--- src/rtl/uart_pkg.sv ---
// uart_pkg: shared FSM states, frame error codes and header field positions
package uart_pkg;
  typedef enum logic [1:0] {IDLE, PAYLOAD, DISCARD, CHECK} state_e;
  typedef enum logic [2:0] {ERR_OK, ERR_CHECKSUM, ERR_TIMEOUT, ERR_OVERRUN, ERR_BAD_DEST} err_e;
  localparam int DEST_MSB = 7;
  localparam int DEST_LSB = 6;
  localparam int LEN_MSB = 5;
endpackage

--- src/rtl/uart_rx_loader.sv ---
// uart_rx_loader: parses UART byte frames into routed words with checksum/timeout status
module uart_rx_loader
  import uart_pkg::*;
#(
  parameter int BITS_PER_WORD = 8,
  parameter int W_OUT = 24,
  parameter int NUM_DEST = 3,
  parameter int TIMEOUT_CLKS = 1024
) (
  input  logic                     clk,
  input  logic                     rst,
  input  logic                     s_valid,
  input  logic [BITS_PER_WORD-1:0] s_data,
  output logic                     m_valid,
  input  logic                     m_ready,
  output logic [W_OUT-1:0]         m_data,
  output logic [1:0]               m_dest,
  output logic                     m_last,
  output logic                     f_valid,
  output logic [2:0]               f_err,
  output logic                     busy
);
  localparam int BYTES = W_OUT / BITS_PER_WORD;
  localparam int BW = BYTES > 1 ? $clog2(BYTES) : 1;
  localparam int DW = $clog2(64 * BYTES + 2);
  localparam int SW = $clog2(TIMEOUT_CLKS);

  state_e                     state_q, state_d;
  err_e                       f_err_q, f_err_d;
  logic [1:0]                 dest_q, dest_d, m_dest_q, m_dest_d;
  logic [LEN_MSB:0]           len_q, len_d, word_cnt_q, word_cnt_d;
  logic [BW-1:0]              byte_cnt_q, byte_cnt_d;
  logic [DW-1:0]              disc_cnt_q, disc_cnt_d, disc_last;
  logic [SW-1:0]              sil_q, sil_d;
  logic [BITS_PER_WORD-1:0]   chk_q, chk_d;
  logic [W_OUT-BITS_PER_WORD-1:0] asm_q, asm_d;
  logic [W_OUT-1:0]           m_data_q, m_data_d, word_next;
  logic                       m_valid_q, m_valid_d, m_last_q, m_last_d, f_valid_q, f_valid_d;
  logic                       timeout, word_done, out_free, last_word, dest_ok, disc_done;

  assign timeout   = state_q != IDLE && !s_valid && sil_q == SW'(TIMEOUT_CLKS - 1);
  assign word_done = s_valid && byte_cnt_q == BW'(BYTES - 1);
  assign out_free  = !m_valid_q || m_ready;
  assign last_word = word_cnt_q == len_q;
  assign dest_ok   = {1'b0, s_data[DEST_MSB:DEST_LSB]} < 3'(NUM_DEST);
  assign disc_last = DW'((int'(len_q) + 1) * BYTES);
  assign disc_done = s_valid && disc_cnt_q == disc_last;
  assign word_next = {s_data, asm_q};

  always_ff @(posedge clk) begin
    if (rst) begin
      state_q    <= IDLE;
      f_err_q    <= ERR_OK;
      dest_q     <= '0;
      len_q      <= '0;
      word_cnt_q <= '0;
      byte_cnt_q <= '0;
      disc_cnt_q <= '0;
      sil_q      <= '0;
      chk_q      <= '0;
      asm_q      <= '0;
      m_data_q   <= '0;
      m_dest_q   <= '0;
      m_valid_q  <= 1'b0;
      m_last_q   <= 1'b0;
      f_valid_q  <= 1'b0;
    end else begin
      state_q    <= state_d;
      f_err_q    <= f_err_d;
      dest_q     <= dest_d;
      len_q      <= len_d;
      word_cnt_q <= word_cnt_d;
      byte_cnt_q <= byte_cnt_d;
      disc_cnt_q <= disc_cnt_d;
      sil_q      <= sil_d;
      chk_q      <= chk_d;
      asm_q      <= asm_d;
      m_data_q   <= m_data_d;
      m_dest_q   <= m_dest_d;
      m_valid_q  <= m_valid_d;
      m_last_q   <= m_last_d;
      f_valid_q  <= f_valid_d;
    end
  end

  always_comb begin
    state_d = state_q;
    unique case (state_q)
      IDLE:    state_d = s_valid ? (dest_ok ? PAYLOAD : DISCARD) : IDLE;
      PAYLOAD: state_d = timeout || (word_done && !out_free) ? IDLE
                       : (word_done && last_word) ? CHECK : PAYLOAD;
      DISCARD: state_d = timeout || disc_done ? IDLE : DISCARD;
      CHECK:   state_d = timeout || s_valid ? IDLE : CHECK;
    endcase
  end

  always_comb begin
    dest_d     = dest_q;
    len_d      = len_q;
    word_cnt_d = word_cnt_q;
    byte_cnt_d = byte_cnt_q;
    disc_cnt_d = disc_cnt_q;
    chk_d      = chk_q;
    asm_d      = asm_q;
    m_data_d   = m_data_q;
    m_dest_d   = m_dest_q;
    m_last_d   = m_last_q;
    m_valid_d  = m_valid_q && !m_ready;
    f_valid_d  = 1'b0;
    f_err_d    = ERR_OK;
    sil_d      = s_valid || state_q == IDLE ? '0 : sil_q + 1'b1;
    unique case (state_q)
      IDLE: if (s_valid) begin
        dest_d     = s_data[DEST_MSB:DEST_LSB];
        len_d      = s_data[LEN_MSB:0];
        chk_d      = s_data;
        word_cnt_d = '0;
        byte_cnt_d = '0;
        disc_cnt_d = '0;
        asm_d      = '0;
      end
      PAYLOAD: if (timeout) begin
        f_valid_d  = 1'b1;
        f_err_d    = ERR_TIMEOUT;
        asm_d      = '0;
        byte_cnt_d = '0;
      end else if (s_valid) begin
        chk_d      = chk_q ^ s_data;
        asm_d      = word_next[W_OUT-1:BITS_PER_WORD];
        byte_cnt_d = word_done ? '0 : byte_cnt_q + 1'b1;
        if (word_done && out_free) begin
          m_valid_d  = 1'b1;
          m_data_d   = word_next;
          m_dest_d   = dest_q;
          m_last_d   = last_word;
          word_cnt_d = word_cnt_q + 1'b1;
        end else if (word_done) begin
          f_valid_d = 1'b1;
          f_err_d   = ERR_OVERRUN;
          asm_d     = '0;
        end
      end
      DISCARD: begin
        disc_cnt_d = s_valid ? disc_cnt_q + 1'b1 : disc_cnt_q;
        f_valid_d  = timeout || disc_done;
        f_err_d    = timeout ? ERR_TIMEOUT : disc_done ? ERR_BAD_DEST : ERR_OK;
      end
      CHECK: begin
        f_valid_d = timeout || s_valid;
        f_err_d   = timeout ? ERR_TIMEOUT : !s_valid ? ERR_OK
                  : (chk_q ^ s_data) == '0 ? ERR_OK : ERR_CHECKSUM;
      end
    endcase
  end

  assign m_valid = m_valid_q;
  assign m_data  = m_data_q;
  assign m_dest  = m_dest_q;
  assign m_last  = m_last_q;
  assign f_valid = f_valid_q;
  assign f_err   = f_err_q;
  assign busy    = state_q != IDLE;
endmodule

--- config.mk ---
export PLATFORM = sky130hd
export DESIGN_NAME = uart_rx_loader
export DESIGN_NICKNAME = d
export VERILOG_FILES = /design/src/rtl/uart_pkg.sv /design/src/rtl/uart_rx_loader.sv
export SDC_FILE = /design/constraint.sdc
export NUM_CORES = 1
export LEC_CHECK = 0
export ABC_AREA = 1
export CORE_MARGIN = 3
export CORE_UTILIZATION = 53
export CTS_BUF_LIST = sky130_fd_sc_hd__clkbuf_8
export CTS_CLUSTER_DIAMETER = 100
export DETAILED_ROUTE_END_ITERATION = 16
export GPL_ROUTABILITY_DRIVEN = 0
export PLACE_DENSITY_LB_ADDON = 0.25
export SLEW_MARGIN = 30
export SYNTH_ARGS = -nofsm -noshare
export SYNTH_HDL_FRONTEND = slang
export SYNTH_SLANG_ARGS = --single-unit
--- constraint.sdc ---
create_clock -name clk -period 2.28 [get_ports clk]
set_clock_uncertainty 0.1 [all_clocks]
set_input_delay 0.342 -clock clk [delete_from_list [all_inputs] [get_ports clk]]
set_output_delay 0.342 -clock clk [all_outputs]
set_load 0.01 [all_outputs]
Word-level counts from Yosys, hierarchy flattened
Cells that the tools add are included.
Word-level totals
  word-level logic and storage cells: 115
  register bits after elaboration: 92
Operators by class
  bitwise logic cells: 2
  eq/ne operators: 13
  add/sub/neg operators: 5
  multipliers: 1
  reductions and logical operators: 29
  muxes and demuxes: 49
  $lt $le $gt $ge: 1
Operators by type and width (number)
  $mux W16: 5
  $mux W8: 5
  $pmux W16 S2: 1
  $pmux W8 S2: 2
  $mux W2: 15
  $mux W6: 4
  $pmux W6 S2: 1
  $add A10 B1 Y10 const B: 1
  $eq A10 B10 Y1 const B: 1
  $mux W1: 10
  $ne A2 B2 Y1 const B: 5
  $pmux W3 S3: 1
  $add A8 B1 Y8 const B: 1
  $eq A8 B8 Y1: 1
  $logic_and A1 B1 Y1: 8
  $logic_not A8 Y1: 1
  $mul A7 B2 Y8 const B: 1
  $pmux W2 S4: 1
  $reduce_and A4 Y1: 2
  $xor A8 B8 Y8: 1
  $add A6 B1 Y7 const B: 1
  $add A6 B1 Y6 const B: 1
  $eq A2 B2 Y1 const B: 3
  $eq A6 B6 Y1: 1
  16 further kinds: 27

Longest topological paths before layout
  word-level depth: 7
  gate-level depth with buffers: 24

Worst setup path before layout
OpenSTA, ideal clock, no wires.
  path type: reg2reg
  from: reg len_q[1]
  to: reg state_q[1]
  stages on the path, launching flop included: 24
  arrival time: 2.238 ns
  slack: -0.171 ns
  cell sequence: dfxtp_1 ha_1 inv_1 nand2_1 nand2_2 inv_1 nand2_1 nand2_1 inv_1 ha_1 inv_1 nand2_1 inv_1 nor2_4 inv_1 nand2_1 nand2_1 nand3_1 nor2_1 nand4_1 nand3_1 nand2_1 nand2_1 nand2_1
On the way
  word-level cells in the longest chain between the ends: 7
  elaborated cells between the ends (all ways): 11
Ends and longest elaborated chain
  from (decl): line uart_rx_loader.sv:31  | logic [LEN_MSB:0] len_q, len_d, word_cnt_q, word_cnt_d;
  from (signal assigned): line uart_rx_loader.sv:71  | len_q <= len_d;
  $add A6 B1 Y7: line uart_rx_loader.sv:46  | assign disc_last = DW'((int'(len_q) + 1) * BYTES);
  $mul A7 B2 Y8: line uart_rx_loader.sv:46
  $eq A8 B8 Y1: line uart_rx_loader.sv:47  | assign disc_done = s_valid && disc_cnt_q == disc_last;
  $logic_and A1 B1 Y1: line uart_rx_loader.sv:47
  $logic_or A1 B1 Y1: line uart_rx_loader.sv:92  | DISCARD: state_d = timeout || disc_done ? IDLE : DISCARD;
  $mux W2: line uart_rx_loader.sv:92
  $pmux W2 S4 *: line uart_rx_loader.sv:88  | unique case (state_q)
  to (signal assigned): line uart_rx_loader.sv:68  | state_q <= state_d;
  to (decl): line uart_rx_loader.sv:28  | state_e state_q, state_d;
Every way passes the cells marked *; elsewhere a longest branch is shown, timed or not.
A chain may end at the register's enable or synchronous reset.

Worst setup path after layout
  from: reg len_q[3]
  to: reg state_q[1]
Same word-level chain as after synthesis.

==> metrics.md <==
| Metric | Value |
|---|---|
| Status | complete, but fails checks |
| Failing checks | negative setup slack |
| Antenna diodes | 0 |
| Remaining DRCs | 0 |
| Die H | 97.5 um |
| Post-synth EDFFs | 0 |
| Area contributors post-synth | dfxtp_1 41%, nor2_1 7.6%, nand2_1 7.2% |
| Starting DRT DRC Count | 179 |
| Io pins | 45 |
| Routed WL | 11500 um |
| Synth cell types | 46 |
| Critical-path cell list | buf_4 -> buf_4 -> nand4_1 -> nand2_2 -> ha_4 -> nand4_1 -> nand2_1 -> a21boi_2 -> nand2_1 -> nand2_1 -> nand2_1 -> nor2_2 -> nand4_1 -> nand3_1 -> nand2_1 -> nand2_1 -> nand2_1 |
| Slowest stage delay, CP | 370 ps |
| CP delay by family, top | simple AND/OR/NAND/NOR gates |
| Ys Warns | 0 |
| Die width | 97.5 um |
| Detailed-placement wirelength estimate | 7920 um |
| Period minus WS final | 2460 ps |
| GR Overflow Total | 0 |
| Leak | 2.40 nW |
| First-pass DRT Iterations | 6 |
| Asr flop ratio synth | 0% |
| Routed vias | 4326 |
| CTS tree | done |
| Total core area | 7930 um^2 |
| Hold Slack | 326 ps |
| Clock sink count | 92 |
| Yosys top cell area share | 41.5% |
| CP most frequent cell | nand2_1 |
| Worst Path Max Fanout | 3 |
| Inserted Clock Buffers | 9 |
| Largest net degree at the start of global routing | 28 |
| Port bufs | 44 |
| Critical Path RT | 2430 ps |
| Root Driver | clkbuf_8 |
| Starting Density | 56.0% |
| Vias in the first global route | 4220 |
| Layout cells sized above 1 | 21.6% |
| Crit start category | register |
| Worst slew pin tran | 664 ps |
| Max Cap Violations | 0 |
| Synth-to-layout area growth | 28.9% |
| Vias/cell | 5.47 |
| RSZ-0062 raised after global routing | yes |
| Tot GR Track Use | 23.9% |
| Sequential share of the synthesized area | 41.5% |
| Clk Latency, worst-skew pair | 360 ps |
| Initial antenna violation count | 0 |
| NumNets Final | 706 |
| Clock Tree Buf Depth | 2 |
| TNS Setup | -386 ps |
| First-pass GRT wire length | 19100 um |
| CP endpoint kind | register |
| Clock-pin slew on the worst setup and hold paths | 90 ps |
| Placement Rows | 32 |
| Syn Nets | 618 |
| Critical Path AT | 2610 ps |
| Power Density | 661 nW/um^2 |
| WP buf/inv | 2 |
| Slowest-stage cell, CP | dfxtp_4 |
| Fillers | 635 |
| Final setup violation count | 3 |
| Mapped Area | 4440 um^2 |
| Final setup margin | -183 ps |
| Crit share post-route | 108% |
| Post-DR wirelength/cell | 14.6 um |
| Final Hold Viols | 0 |
| # H-tree levels | 3 |
| Pins Over Slew Limit | 0 |
| Leading register cell type out of synthesis | dfxtp_1 |
| WS Path Type | register to register |
| Hold Path Origin | sil_q[0] |
| Peak supply drop | 642 uV |
| Die ar. | 9510 um^2 |
| Hold crit path type | register to register |
| CP startpoint | len_q[3] |
| Routed Antenna Nets | 0 |
| FF+latch count, synth | 92 |
| Average size of a mapped cell | 7.43 um^2 |
| Reg2reg start | len_q[3] |
| Maximum clock rate | 0.406 GHz |
| Post-synth top area cell | dfxtp_1 |
| Rel. slew slack | 55.7% |
| Mapped Cells | 597 |
==> through the flow <==
stage / utilization (%) / cells / worst slack [ps] / total power [mW] / area (um^2)
detailed placement: 66.3 / 766 / -251 / 2.51 / 5260
global placement: 66.3 / 766 / -106 / 2.48 / 5260
CTS: 71.6 / 789 / -92.7 / 3.74 / 5680
floorplan: - / 597 / 3.08 / 2.24 / 4480
finish: 72.2 / 791 / -183 / 3.78 / 5720
global route: 72.2 / 791 / -283 / 3.93 / 5720
==> sequential cells by signal, summed over array words and instances (netlist names), 2 cells and up <==
name        flops
disc_cnt_q      8
asm_q          16
word_cnt_q      6
dest_q          2
f_err           3
state_q         2
m_data         24
m_dest          2
sil_q          10
byte_cnt_q      2
len_q           6
chk_q           8
==> Yosys cell counts, types with 2 or more instances <==
library cell	n
dfxtp_1	92
nor2_1	90
nand2_1	85
o21ai_0	57
a21oi_1	52
inv_1	52
nand3_1	35
xor2_1	12
clkbuf_1	11
nor3_1	11
nand4_1	10
ha_1	9
inv_2	9
xnor2_1	9
nor2_2	6
o22ai_1	6
buf_2	5
nand2_4	4
buf_4	3
nand3_2	3
a211oi_1	2
a221oi_1	2
buf_6	2
nand2_2	2
nand3b_1	2
nand4_4	2
nor2_4	2
nor3b_1	2
nor4_1	2
or2_2	2
==> area by class of cell <==
cell class	count	area [um^2]	share of cell area, %
multi-input combinational	422	2440	42.7
sequential	92	1860	32.5
timing repair buffer	98	846	14.8
inverter	62	238	4.16
clock buffer	10	138	2.41
tap	102	128	2.23
clock inverter	5	68.8	1.20
==> per-layer routing <==
layer  routed length, um  GRT usage (%)  share of wire (%)  vias to the layer above
li1                    -              -                  -                     2143
met1                4840           29.1                 42                     1988
met2                5640           41.0                 49                      153
met3                 671           4.74                5.8                       42
met4                 392           10.2                3.4                        0
met5                   0              0                  0                        -
==> placed cells by master, fill, tap and decap left out, drive strengths merged <==
| cell | netlist | routed |
|---|---|---|
| or2 | 3 | 3 |
| nor3b | 3 | 3 |
| nor2 | 98 | 98 |
| a211oi | 2 | 2 |
| a21oi | 54 | 54 |
| nor4 | 2 | 2 |
| ha | 9 | 9 |
| a221oi | 2 | 2 |
| bufinv | 0 | 1 |
| nand3 | 38 | 38 |
| o21a | 1 | 1 |
| xnor2 | 9 | 9 |
| nand2 | 91 | 91 |
| nand4 | 13 | 13 |
| a22oi | 1 | 1 |
| a21boi | 2 | 2 |
| nor3 | 12 | 12 |
| buf | 10 | 54 |
| o22ai | 6 | 6 |
| clkinv | 1 | 1 |
| clkinvlp | 0 | 1 |
| dfxtp | 92 | 92 |
| xor2 | 12 | 12 |
| inv | 61 | 64 |
| nand3b | 2 | 2 |
| clkdlybuf4s50 | 0 | 44 |
| clkbuf | 11 | 10 |
| a31oi | 1 | 1 |
| and3 | 2 | 2 |
| o21ai | 59 | 59 |
==> power breakdown <==
part           internal [mW]  total (mW)  switching (mW)
Clock                  0.551        1.16           0.608
Sequential              1.67        1.72          0.0574
Combinational          0.387       0.897           0.510
==> final timing paths <==
path / slack (ps) / endpoint / cells past startpoint
max reg2reg: -180 / state_q[1] / 17
min reg2reg: 330 / sil_q[0] / 1
min: 330 / sil_q[0] / 1
max: -180 / state_q[1] / 17
==> timing repair <==
action                     CTS  global route
pin swaps                   22             9
hold endpoints to repair     0             0
setup buffers                8             2
gates resized for setup     37            10
setup endpoints to repair    8             5
hold buffers                 0             0
==> cell families (layout without fill, tap and decap cells) <==
group | Yosys count | in the layout | synth area share [%]
XOR/XNOR | 21 | 21 | 4.14
adder cells (fa/ha/maj) | 9 | 9 | 2.54
AO/OA/AOI/OAI | 128 | 128 | 15.6
buffers and inverters | 83 | 175 | 7.87
AND/OR/NAND/NOR | 264 | 264 | 28.4
flip-flops | 92 | 92 | 41.5
Note: power is estimated with default switching activity, not from simulation.
